## config.mk

```make
export PLATFORM = sky130hd
export DESIGN_NAME = axi_read_arbiter_flat
export DESIGN_NICKNAME = d
export VERILOG_FILES = /design/src/rtl/axi_read_arbiter_pkg.sv /design/src/rtl/axi_read_address.sv /design/src/rtl/axi_read_data.sv /design/src/rtl/axi_rr_pick.sv /design/src/rtl/axi_read_arbiter.sv /design/src/flat_wrapper.sv
export SDC_FILE = /design/constraint.sdc
export NUM_CORES = 1
export LEC_CHECK = 0
export CAP_MARGIN = 20
export CORE_MARGIN = 4
export CORE_UTILIZATION = 34
export DETAILED_ROUTE_END_ITERATION = 8
export GPL_TIMING_DRIVEN = 1
export HOLD_SLACK_MARGIN = 0.1
export PLACE_DENSITY = 0.94
export SLEW_MARGIN = 20
export SYNTH_ARGS = -nofsm -noshare
export SYNTH_HDL_FRONTEND = slang
export SYNTH_SLANG_ARGS = --single-unit
```

## constraint.sdc

```tcl
create_clock -name clk -period 2.8 [get_ports clk]
set_input_delay 0.42 -clock clk [delete_from_list [all_inputs] [get_ports clk]]
set_output_delay 0.42 -clock clk [all_outputs]
set_load 0.03 [all_outputs]
```

## src/rtl/axi_read_arbiter_pkg.sv

```systemverilog
// Shared types and widths for the two-master AXI read arbiter.
package axi_read_arbiter_pkg;

  localparam int unsigned ADDR_WIDTH      = 32;
  localparam int unsigned DATA_WIDTH      = 32;
  localparam int unsigned ID_WIDTH        = 4;
  localparam int unsigned LEN_WIDTH       = 4;
  localparam int unsigned AXI_ARB_MASTERS = 2;

  typedef enum logic [1:0] {ARB_IDLE, ARB_ADDR, ARB_DATA} axi_arb_state_t;

endpackage

```

## src/rtl/axi_read_address.sv

```systemverilog
// AXI read-address channel bundle; master drives the request, slave returns arready.
interface axi_read_address;
  import axi_read_arbiter_pkg::*;

  logic                  arvalid;
  logic                  arready;
  logic [ADDR_WIDTH-1:0] araddr;
  logic [ID_WIDTH-1:0]   arid;
  logic [LEN_WIDTH-1:0]  arlen;

  modport master (output arvalid, araddr, arid, arlen, input arready);
  modport slave  (input arvalid, araddr, arid, arlen, output arready);

endinterface

```

## src/rtl/axi_read_data.sv

```systemverilog
// AXI read-data channel bundle; slave drives the beats, master returns rready.
interface axi_read_data;
  import axi_read_arbiter_pkg::*;

  logic                  rvalid;
  logic                  rready;
  logic [DATA_WIDTH-1:0] rdata;
  logic [ID_WIDTH-1:0]   rid;
  logic                  rlast;

  modport master (input rvalid, rdata, rid, rlast, output rready);
  modport slave  (output rvalid, rdata, rid, rlast, input rready);

endinterface

```

## src/rtl/axi_rr_pick.sv

```systemverilog
// Two-input round-robin picker; purely combinational, pointer held by the caller.
module axi_rr_pick
  import axi_read_arbiter_pkg::*;
(
  input  logic [AXI_ARB_MASTERS-1:0] req,
  input  logic                       last,
  output logic                       gnt_valid,
  output logic                       gnt_idx
);

  always_comb begin
    gnt_valid = |req;
    // Under contention the master that was not granted last time wins.
    if (&req) begin
      gnt_idx = ~last;
    end else begin
      gnt_idx = req[1];
    end
  end

endmodule

```

## src/rtl/axi_read_arbiter.sv

```systemverilog
// Round-robin arbiter sharing one DRAM read channel between i-cache (0) and d-cache (1),
// one burst outstanding at a time, R beats steered back to the burst owner.
module axi_read_arbiter
  import axi_read_arbiter_pkg::*;
#(
  parameter int unsigned BEAT_CHECK = 1,
  parameter int unsigned RESET_PRIO = 0
) (
  input  logic            clk,
  input  logic            rst_n,
  axi_read_address.slave  m0_ar,
  axi_read_data.slave     m0_r,
  axi_read_address.slave  m1_ar,
  axi_read_data.slave     m1_r,
  axi_read_address.master mem_ar,
  axi_read_data.master    mem_r,
  output logic            busy,
  output logic            owner,
  output logic            protocol_error
);

  localparam logic ResetLast = (RESET_PRIO == 0);

  axi_arb_state_t        state_q, state_d;
  logic                  owner_q, owner_d;
  logic                  last_q, last_d;
  logic                  err_q, err_d;
  logic [ADDR_WIDTH-1:0] araddr_q, araddr_d;
  logic [ID_WIDTH-1:0]   arid_q, arid_d;
  logic [LEN_WIDTH-1:0]  arlen_q, arlen_d;
  logic [LEN_WIDTH-1:0]  beat_cnt_q, beat_cnt_d;

  logic [AXI_ARB_MASTERS-1:0] req;
  logic gnt_valid, gnt_idx, grant;
  logic in_data, owner_rready, beat_fire, len_bad;

  assign req = {m1_ar.arvalid, m0_ar.arvalid};

  axi_rr_pick u_rr_pick (
    .req       (req),
    .last      (last_q),
    .gnt_valid (gnt_valid),
    .gnt_idx   (gnt_idx)
  );

  // Qualified with rst_n so no handshake is offered while reset is held.
  assign grant         = rst_n && (state_q == ARB_IDLE) && gnt_valid;
  assign m0_ar.arready = grant && !gnt_idx;
  assign m1_ar.arready = grant && gnt_idx;

  assign mem_ar.arvalid = (state_q == ARB_ADDR);
  assign mem_ar.araddr  = araddr_q;
  assign mem_ar.arid    = arid_q;
  assign mem_ar.arlen   = arlen_q;

  assign in_data      = (state_q == ARB_DATA);
  assign owner_rready = owner_q ? m1_r.rready : m0_r.rready;
  assign mem_r.rready = in_data && owner_rready;

  assign m0_r.rvalid = in_data && !owner_q && mem_r.rvalid;
  assign m0_r.rlast  = in_data && !owner_q && mem_r.rlast;
  assign m0_r.rdata  = mem_r.rdata;
  assign m0_r.rid    = mem_r.rid;
  assign m1_r.rvalid = in_data && owner_q && mem_r.rvalid;
  assign m1_r.rlast  = in_data && owner_q && mem_r.rlast;
  assign m1_r.rdata  = mem_r.rdata;
  assign m1_r.rid    = mem_r.rid;

  assign beat_fire = mem_r.rvalid && mem_r.rready;
  // Early RLAST, or the expected final beat arriving without RLAST.
  assign len_bad   = mem_r.rlast ? (beat_cnt_q != arlen_q) : (beat_cnt_q == arlen_q);

  always_comb begin
    state_d    = state_q;
    owner_d    = owner_q;
    last_d     = last_q;
    err_d      = err_q;
    araddr_d   = araddr_q;
    arid_d     = arid_q;
    arlen_d    = arlen_q;
    beat_cnt_d = beat_cnt_q;
    case (state_q)
      ARB_IDLE: begin
        if (grant) begin
          state_d    = ARB_ADDR;
          owner_d    = gnt_idx;
          beat_cnt_d = '0;
          araddr_d   = gnt_idx ? m1_ar.araddr : m0_ar.araddr;
          arid_d     = gnt_idx ? m1_ar.arid : m0_ar.arid;
          arlen_d    = gnt_idx ? m1_ar.arlen : m0_ar.arlen;
        end
      end
      ARB_ADDR: begin
        if (mem_ar.arready) begin
          state_d = ARB_DATA;
        end
      end
      ARB_DATA: begin
        if (beat_fire) begin
          beat_cnt_d = beat_cnt_q + LEN_WIDTH'(1);
          if ((BEAT_CHECK != 0) && len_bad) begin
            err_d = 1'b1;
          end
          if (mem_r.rlast) begin
            state_d = ARB_IDLE;
            last_d  = owner_q;
          end
        end
      end
      default: state_d = ARB_IDLE;
    endcase
  end

  always_ff @(posedge clk or negedge rst_n) begin
    if (!rst_n) begin
      state_q    <= ARB_IDLE;
      owner_q    <= 1'b0;
      last_q     <= ResetLast;
      err_q      <= 1'b0;
      araddr_q   <= '0;
      arid_q     <= '0;
      arlen_q    <= '0;
      beat_cnt_q <= '0;
    end else begin
      state_q    <= state_d;
      owner_q    <= owner_d;
      last_q     <= last_d;
      err_q      <= err_d;
      araddr_q   <= araddr_d;
      arid_q     <= arid_d;
      arlen_q    <= arlen_d;
      beat_cnt_q <= beat_cnt_d;
    end
  end

  assign busy           = (state_q != ARB_IDLE);
  assign owner          = owner_q;
  assign protocol_error = err_q;

endmodule

```

## src/flat_wrapper.sv

```systemverilog
// flat-port wrapper written by rule: the top's interface ports become plain ports
module axi_read_arbiter_flat import axi_read_arbiter_pkg::*;
#(
  parameter int unsigned BEAT_CHECK = 1,
  parameter int unsigned RESET_PRIO = 0
)
  (clk, rst_n, busy, owner, protocol_error, m0_ar_arvalid, m0_ar_araddr, m0_ar_arid, m0_ar_arlen, m0_ar_arready, m0_r_rvalid, m0_r_rdata, m0_r_rid, m0_r_rlast, m0_r_rready, m1_ar_arvalid, m1_ar_araddr, m1_ar_arid, m1_ar_arlen, m1_ar_arready, m1_r_rvalid, m1_r_rdata, m1_r_rid, m1_r_rlast, m1_r_rready, mem_ar_arvalid, mem_ar_araddr, mem_ar_arid, mem_ar_arlen, mem_ar_arready, mem_r_rvalid, mem_r_rdata, mem_r_rid, mem_r_rlast, mem_r_rready);
  axi_read_address m0_ar_i ();
  axi_read_data m0_r_i ();
  axi_read_address m1_ar_i ();
  axi_read_data m1_r_i ();
  axi_read_address mem_ar_i ();
  axi_read_data mem_r_i ();
  input  logic clk;
  input  logic rst_n;
  output logic busy;
  output logic owner;
  output logic protocol_error;
  input wire logic [$bits(m0_ar_i.arvalid)-1:0] m0_ar_arvalid;
  input wire logic [$bits(m0_ar_i.araddr)-1:0] m0_ar_araddr;
  input wire logic [$bits(m0_ar_i.arid)-1:0] m0_ar_arid;
  input wire logic [$bits(m0_ar_i.arlen)-1:0] m0_ar_arlen;
  output wire logic [$bits(m0_ar_i.arready)-1:0] m0_ar_arready;
  output wire logic [$bits(m0_r_i.rvalid)-1:0] m0_r_rvalid;
  output wire logic [$bits(m0_r_i.rdata)-1:0] m0_r_rdata;
  output wire logic [$bits(m0_r_i.rid)-1:0] m0_r_rid;
  output wire logic [$bits(m0_r_i.rlast)-1:0] m0_r_rlast;
  input wire logic [$bits(m0_r_i.rready)-1:0] m0_r_rready;
  input wire logic [$bits(m1_ar_i.arvalid)-1:0] m1_ar_arvalid;
  input wire logic [$bits(m1_ar_i.araddr)-1:0] m1_ar_araddr;
  input wire logic [$bits(m1_ar_i.arid)-1:0] m1_ar_arid;
  input wire logic [$bits(m1_ar_i.arlen)-1:0] m1_ar_arlen;
  output wire logic [$bits(m1_ar_i.arready)-1:0] m1_ar_arready;
  output wire logic [$bits(m1_r_i.rvalid)-1:0] m1_r_rvalid;
  output wire logic [$bits(m1_r_i.rdata)-1:0] m1_r_rdata;
  output wire logic [$bits(m1_r_i.rid)-1:0] m1_r_rid;
  output wire logic [$bits(m1_r_i.rlast)-1:0] m1_r_rlast;
  input wire logic [$bits(m1_r_i.rready)-1:0] m1_r_rready;
  output wire logic [$bits(mem_ar_i.arvalid)-1:0] mem_ar_arvalid;
  output wire logic [$bits(mem_ar_i.araddr)-1:0] mem_ar_araddr;
  output wire logic [$bits(mem_ar_i.arid)-1:0] mem_ar_arid;
  output wire logic [$bits(mem_ar_i.arlen)-1:0] mem_ar_arlen;
  input wire logic [$bits(mem_ar_i.arready)-1:0] mem_ar_arready;
  input wire logic [$bits(mem_r_i.rvalid)-1:0] mem_r_rvalid;
  input wire logic [$bits(mem_r_i.rdata)-1:0] mem_r_rdata;
  input wire logic [$bits(mem_r_i.rid)-1:0] mem_r_rid;
  input wire logic [$bits(mem_r_i.rlast)-1:0] mem_r_rlast;
  output wire logic [$bits(mem_r_i.rready)-1:0] mem_r_rready;
  assign m0_ar_i.arvalid = m0_ar_arvalid;
  assign m0_ar_i.araddr = m0_ar_araddr;
  assign m0_ar_i.arid = m0_ar_arid;
  assign m0_ar_i.arlen = m0_ar_arlen;
  assign m0_ar_arready = m0_ar_i.arready;
  assign m0_r_rvalid = m0_r_i.rvalid;
  assign m0_r_rdata = m0_r_i.rdata;
  assign m0_r_rid = m0_r_i.rid;
  assign m0_r_rlast = m0_r_i.rlast;
  assign m0_r_i.rready = m0_r_rready;
  assign m1_ar_i.arvalid = m1_ar_arvalid;
  assign m1_ar_i.araddr = m1_ar_araddr;
  assign m1_ar_i.arid = m1_ar_arid;
  assign m1_ar_i.arlen = m1_ar_arlen;
  assign m1_ar_arready = m1_ar_i.arready;
  assign m1_r_rvalid = m1_r_i.rvalid;
  assign m1_r_rdata = m1_r_i.rdata;
  assign m1_r_rid = m1_r_i.rid;
  assign m1_r_rlast = m1_r_i.rlast;
  assign m1_r_i.rready = m1_r_rready;
  assign mem_ar_arvalid = mem_ar_i.arvalid;
  assign mem_ar_araddr = mem_ar_i.araddr;
  assign mem_ar_arid = mem_ar_i.arid;
  assign mem_ar_arlen = mem_ar_i.arlen;
  assign mem_ar_i.arready = mem_ar_arready;
  assign mem_r_i.rvalid = mem_r_rvalid;
  assign mem_r_i.rdata = mem_r_rdata;
  assign mem_r_i.rid = mem_r_rid;
  assign mem_r_i.rlast = mem_r_rlast;
  assign mem_r_rready = mem_r_i.rready;
  axi_read_arbiter #(.BEAT_CHECK(BEAT_CHECK), .RESET_PRIO(RESET_PRIO)) u_core (.clk(clk), .rst_n(rst_n), .m0_ar(m0_ar_i), .m0_r(m0_r_i), .m1_ar(m1_ar_i), .m1_r(m1_r_i), .mem_ar(mem_ar_i), .mem_r(mem_r_i), .busy(busy), .owner(owner), .protocol_error(protocol_error));
endmodule
```

==> results of run 1 <==
## area by class of cell
type | instances | area [µm²]
tap | 102 | 128
fill | 704 | 4030
timing repair buffer | 142 | 1420
multi-input combinational | 84 | 727
sequential | 49 | 1230
clock buffer | 7 | 86.3
inverter | 44 | 165
clock inverter | 1 | 30.0
## cell usage after synthesis (all sizes together), types with 3 or more instances
cell / instances / share of area, %
dfrtp: 48 / 44
inv: 44 / 6.0
o21ai: 3 / 0.68
clkbuf: 4 / 0.59
mux2i: 3 / 1.1
xnor2: 4 / 1.3
buf: 83 / 23
and3: 8 / 2.0
nand2: 4 / 0.54
a222oi: 40 / 15
## cells in the final DEF (no fill, tap or decap), types with 2 or more instances in the layout
master,Yosys,layout
a21oi_1,2,2
clkbuf_8,0,6
mux2i_1,3,3
a222oi_1,40,40
nand2_1,4,4
buf_4,72,4
and3_1,6,6
inv_1,44,44
xnor2_1,4,4
and2_1,2,2
o2bb2ai_1,2,2
nand4_1,2,2
o21ai_0,2,2
dfrtp_1,48,48
nor2_1,2,2
clkdlybuf4s50_1,0,136
## flip-flops by register name, indices dropped and copies added, names as in the netlist
name,cells
u_core.mem_ar.araddr,32
u_core.beat_cnt_q,4
u_core.mem_ar.arid,4
u_core.mem_ar.arlen,4
u_core.state_q,2
u_core.last_q,1
u_core.owner,1
u_core.protocol_error,1
## metal layers
| metal | routed length [µm] | GRT usage [%] |
|---|---|---|
| met1 | 2760 | 16.0 |
| met2 | 4370 | 31.2 |
| met3 | 1070 | 7.93 |
| met4 | 87 | 4.47 |
| met5 | 0 | 0 |
## cells by family (layout without fill, tap and decap cells)
kind of cell	Yosys count	count (layout)	share of synthesized area, %
buffers and inverters	131	194	29.3
AOI/OAI and AO/OA	49	49	16.9
DFF	49	49	44.6
and+or+nand+nor	26	26	5.86
xor gates and xnor gates	4	4	1.27
muxes	4	4	1.63
adders and majority gates	1	1	0.454
## worst register-to-register path: cells and delay by family, from the launching register on
family | cells | cell delay, ns
buf+inv | 1 | 0.09
simple gates | 2 | 1.09
flops | 1 | 0.42
compound gates | 1 | 0.22
## power breakdown
part / internal [µW] / switching, µW
Clock: 292 / 238
Sequential: 1030 / 217
Combinational: 976 / 1190
Total: 2290 / 1640
## per-stage QoR
| step | util [%] | setup slack (ns) | area (µm²) | power [µW] |
|---|---|---|---|---|
| after detailed placement | 46.9 | 0.339 | 3660 | 3430 |
| after floorplan | - | 1.20 | 2760 | 2670 |
| after global routing | 48.4 | 0.125 | 3780 | 4150 |
| after global placement | 46.9 | 0.402 | 3660 | 3360 |
| after CTS | 48.4 | 0.226 | 3780 | 3970 |
| final | 48.4 | 0.264 | 3780 | 3930 |
## path summary, 6_finish.rpt
path | start | slack (ns) | to | depth (start not counted)
setup / recovery | u_core.state_q[1] | 0.26 | m1_ar_arready | 3
hold / removal | rst_n | 0.24 | u_core.mem_ar.araddr[20] | 2
setup reg to reg | u_core.state_q[1] | 0.91 | u_core.mem_ar.arlen[3] | 4
hold reg to reg | u_core.protocol_error | 0.48 | u_core.protocol_error | 1
max in group asynchronous | rst_n | 2.13 | u_core.mem_ar.araddr[27] | 2
min in group clk | u_core.protocol_error | 0.48 | u_core.protocol_error | 1
==> flow_summary.yaml, run 1 <==
worst_setup_path:
  critPathBufInv: 1
  cpMaxStageDelayCell: "and3_2"
  endpoint_kind: "output port"
  path_delay_family: "simple AND/OR/NAND/NOR gates"
  critPathRequiredTime_ns: 2.38
  slowest_delay_ns: 0.77
  crit_arrival_ns: 2.12
  crit_chain: "nor3b_2, and3_2, buf_4"
  path_max_fanout: 41
  crit_path_start_kind: "register"
  critical_path_class: "register to output port"
place:
  gp_congestion: 0.779
  post-dp-hpwl_um: 6340
  portBuffers: 139
  dp.cells: 421
timing:
  relSlewSlack_pct: 46.6
  finalSetupTns_ns: 0
  max_freq_mhz: 394
  rsz0062_at_grt: "false"
  fin_worst_skew_ns: 0.00977
  drv_slew: 0
  min_period_ns: 2.54
  fin_hold_ws_ns: 0.242
  period_share_pct: 90.6
  tightest_slew_ns: 0.802
  setup_violations: 0
  final-hold-violation-count: 0
global_routing:
  antenna_found_initial: 0
  overflow: 0
  grtUsageTotal_pct: 16.6
  grt_pass1_wl_um: 12700
  grt_pass1_vias: 2431
  grt_max_degree: 50
finish:
  area_delta_synth_final_pct: 37.2
  drive_gt1_share_pct: 6.42
  final_net_count: 452
  instances_no_fill: 429
  antenna_cells: 0
clock_network:
  worstSkewPairLatency_ns: 0.30
  post_cts_buffers: 0
  clockRootBuffer: "clkbuf_8"
  clockBufferDepth: 2
  cts_resized: 0
  tritoncts: "done"
  holdBufCountCts: 0
  cts_num_sinks: 49
  cts.reportedPaths.clkPinSlew_ns: 0.10
  numCtsBuffers: 5
  h-tree-depth: 2
synth:
  syn_area_mm2: 0.00276
  synth-main-ff-cell: "dfrtp_1"
  syn_area_per_cell_um2: 10.4
  synth_seq_area_share_pct: 44.6
  synth.distinct_cells: 34
  netlist_instances: 264
  synth_edf_count: 0
  async_flop_share_pct: 100
  syn_nets: 390
  ys_seq_elements: 49
  yosys_warnings: 0
routing:
  wl_um: 8290
  dr.first_iter.drc_count: 226
  drt_first_pass_iters: 8
  avgViaCountPerCell: 5.22
  num_vias: 2240
  drc: 0
  wl_per_cell_um: 19.3
  drtAntennaViolNets: 0
job:
  drv_cap: 0
pwr:
  vdd_ir_drop_max_uv: 563
  leakage_uw: 0.00174
  p_per_area_mw_per_mm2: 1040
floorplan:
  start_util_pct: 35.3
  rows: 32
  die_x_um: 98.0
  die_h_um: 98.0
  core_mm2: 0.00781
  io_pins: 248
  die_area_mm2: 0.00961
run_status:
  run_status: "finished, final reports clean"
min_path:
  hold_class: "primary input to async pin"
Note: power is estimated with default switching activity, not from simulation.
==> inputs of run 2 (changes only) <==
--- a/config.mk
+++ b/config.mk
@@ -11,7 +11,7 @@
 export DETAILED_ROUTE_END_ITERATION = 8
 export GPL_TIMING_DRIVEN = 1
 export HOLD_SLACK_MARGIN = 0.1
-export PLACE_DENSITY = 0.94
+export PLACE_DENSITY = 0.87
 export SLEW_MARGIN = 20
 export SYNTH_ARGS = -nofsm -noshare
 export SYNTH_HDL_FRONTEND = slang
==> run 2 against run 1 <==
  * Combinational power about the same
  * Non-clock buffer count increased by 2
  * Wire length down 5.0%
  * Via count down 1.4%
  * Critical path depth stayed put
  * Die area unchanged
  * First-iteration DRC count fell by 22%
  * Core utilization up 0.26 points
  * Sequential share of layout area down 0.17 points
  * Power is 1.4% higher
  * Register-to-register slack better by 0.09 ns
  * Hold slack worse by 0.0055 ns
  * Critical endpoint is now m1_r_rlast
==> flow_summary.yaml, run 2 (synthesis results as in run 1) <==
run_status:
  run_status: "finished, final reports clean"
routing:
  num_vias: 2209
  dr.first_iter.drc_count: 176
  avgViaCountPerCell: 5.13
  wl_per_cell_um: 18.3
  drtAntennaViolNets: 0
  drc: 0
  wl_um: 7880
  drt_first_pass_iters: 7
clock_network:
  cts_resized: 0
  tritoncts: "done"
  worstSkewPairLatency_ns: 0.30
  cts.reportedPaths.clkPinSlew_ns: 0.09
  cts_num_sinks: 49
  holdBufCountCts: 0
  clockBufferDepth: 2
  numCtsBuffers: 5
  clockRootBuffer: "clkbuf_8"
  post_cts_buffers: 0
  h-tree-depth: 2
pwr:
  vdd_ir_drop_max_uv: 499
  leakage_uw: 0.00175
  p_per_area_mw_per_mm2: 1050
place:
  gp_congestion: 0.782
  portBuffers: 139
  post-dp-hpwl_um: 6160
finish:
  drive_gt1_share_pct: 7.29
  final.fill_count: 713
  final_net_count: 454
  final_cell_mix: "136 x clkdlybuf4s50_1, 48 x dfrtp_1, 44 x inv_1"
  area_delta_synth_final_pct: 37.9
  layout_commonest_cell: "clkdlybuf4s50_1"
  largest_register_ffs: 32
  antenna_cells: 0
job:
  drv_cap: 0
global_routing:
  antenna_found_initial: 0
  overflow: 0
  grt_max_degree: 50
  grt_pass1_vias: 2259
  grt_pass1_wl_um: 12300
  grtUsageTotal_pct: 15.9
timing:
  period_share_pct: 87.0
  fin_hold_ws_ns: 0.236
  rsz0062_at_grt: "false"
  min_period_ns: 2.43
  setup_violations: 0
  finalSetupTns_ns: 0
  relSlewSlack_pct: 59.7
  max_freq_mhz: 411
  fin_worst_skew_ns: 0.00968
  drv_slew: 0
  tightest_slew_ns: 0.604
  final-hold-violation-count: 0
worst_setup_path:
  crit_arrival_ns: 2.01
  critPathBufInv: 1
  path_max_fanout: 9
  slowest_delay_ns: 0.67
  endpoint_kind: "output port"
  crit_chain: "nor2b_1, and3_1, clkdlybuf4s50_1"
  cpMaxStageDelayCell: "clkdlybuf4s50_1"
  critical_path_class: "register to output port"
  critPathRequiredTime_ns: 2.38
  path_delay_family: "buffers and inverters"
  crit_path_start_kind: "register"
floorplan:
  die_area_mm2: 0.00961
  rows: 32
  die_x_um: 98.0
  die_h_um: 98.0
  start_util_pct: 35.3
  io_pins: 248
  core_mm2: 0.00781
min_path:
  hold_class: "primary input to async pin"
-- run 2: cell types whose count changed in the layout (fill, tap and decap cells not counted), sizes merged --
| cell | before | now |
|---|---|---|
| clkinv | 0 | 1 |
| buf | 6 | 8 |
| bufinv | 1 | 2 |
| clkbuf | 7 | 5 |
-- run 2: cell type report --
cell class                 instances  area [µm²]  share of cell area [%]
timing repair buffer             144        1420                    37.3
multi-input combinational         84         727                    19.1
clock inverter                     3        65.1                    1.71
clock buffer                       5        68.8                    1.81
sequential                        49        1230                    32.3
inverter                          44         165                    4.35
tap                              102         128                    3.36
-- run 2: layer usage --
layer | track usage, % | part of all wire (%) | wire length (µm) | up-vias
met2 | 28.2 | 50 | 3970 | 185
met1 | 17.5 | 36 | 2820 | 1029
met4 | 3.51 | 0.89 | 70 | 0
met5 | 0.513 | 0 | 0 | -
met3 | 7.21 | 13 | 1020 | 6
li1 | - | - | - | 989
-- run 2: where the power goes --
group          internal, µW  switching, µW
combinational           971           1180
sequential             1030            228
clock                   355            233
-- run 2: worst paths after layout --
check	end	slack [ns]	depth (start not counted)	startpoint
worst max-delay path	m1_r_rlast	0.37	3	u_core.state_q[1]
worst min-delay path	u_core.mem_ar.araddr[25]	0.24	2	rst_n
worst max register to register	u_core.mem_ar.araddr[6]	1.00	5	u_core.state_q[1]
worst min register to register	u_core.protocol_error	0.48	1	u_core.protocol_error
max in group asynchronous	u_core.mem_ar.arid[0]	2.15	2	rst_n
min in group clk	u_core.protocol_error	0.48	1	u_core.protocol_error
-- run 2: metrics by stage --
stage / cells / setup slack (ns) / power (µW) / cell area [µm²] / utilization (%)
floorplan: 264 / 1.20 / 2670 / 2760 / -
global placement: 423 / 0.547 / 3380 / 3670 / 47.0
detailed placement: 423 / 0.535 / 3420 / 3670 / 47.0
CTS: 431 / 0.341 / 4030 / 3800 / 48.7
global route: 431 / 0.232 / 4220 / 3800 / 48.7
finish: 431 / 0.365 / 3990 / 3800 / 48.7
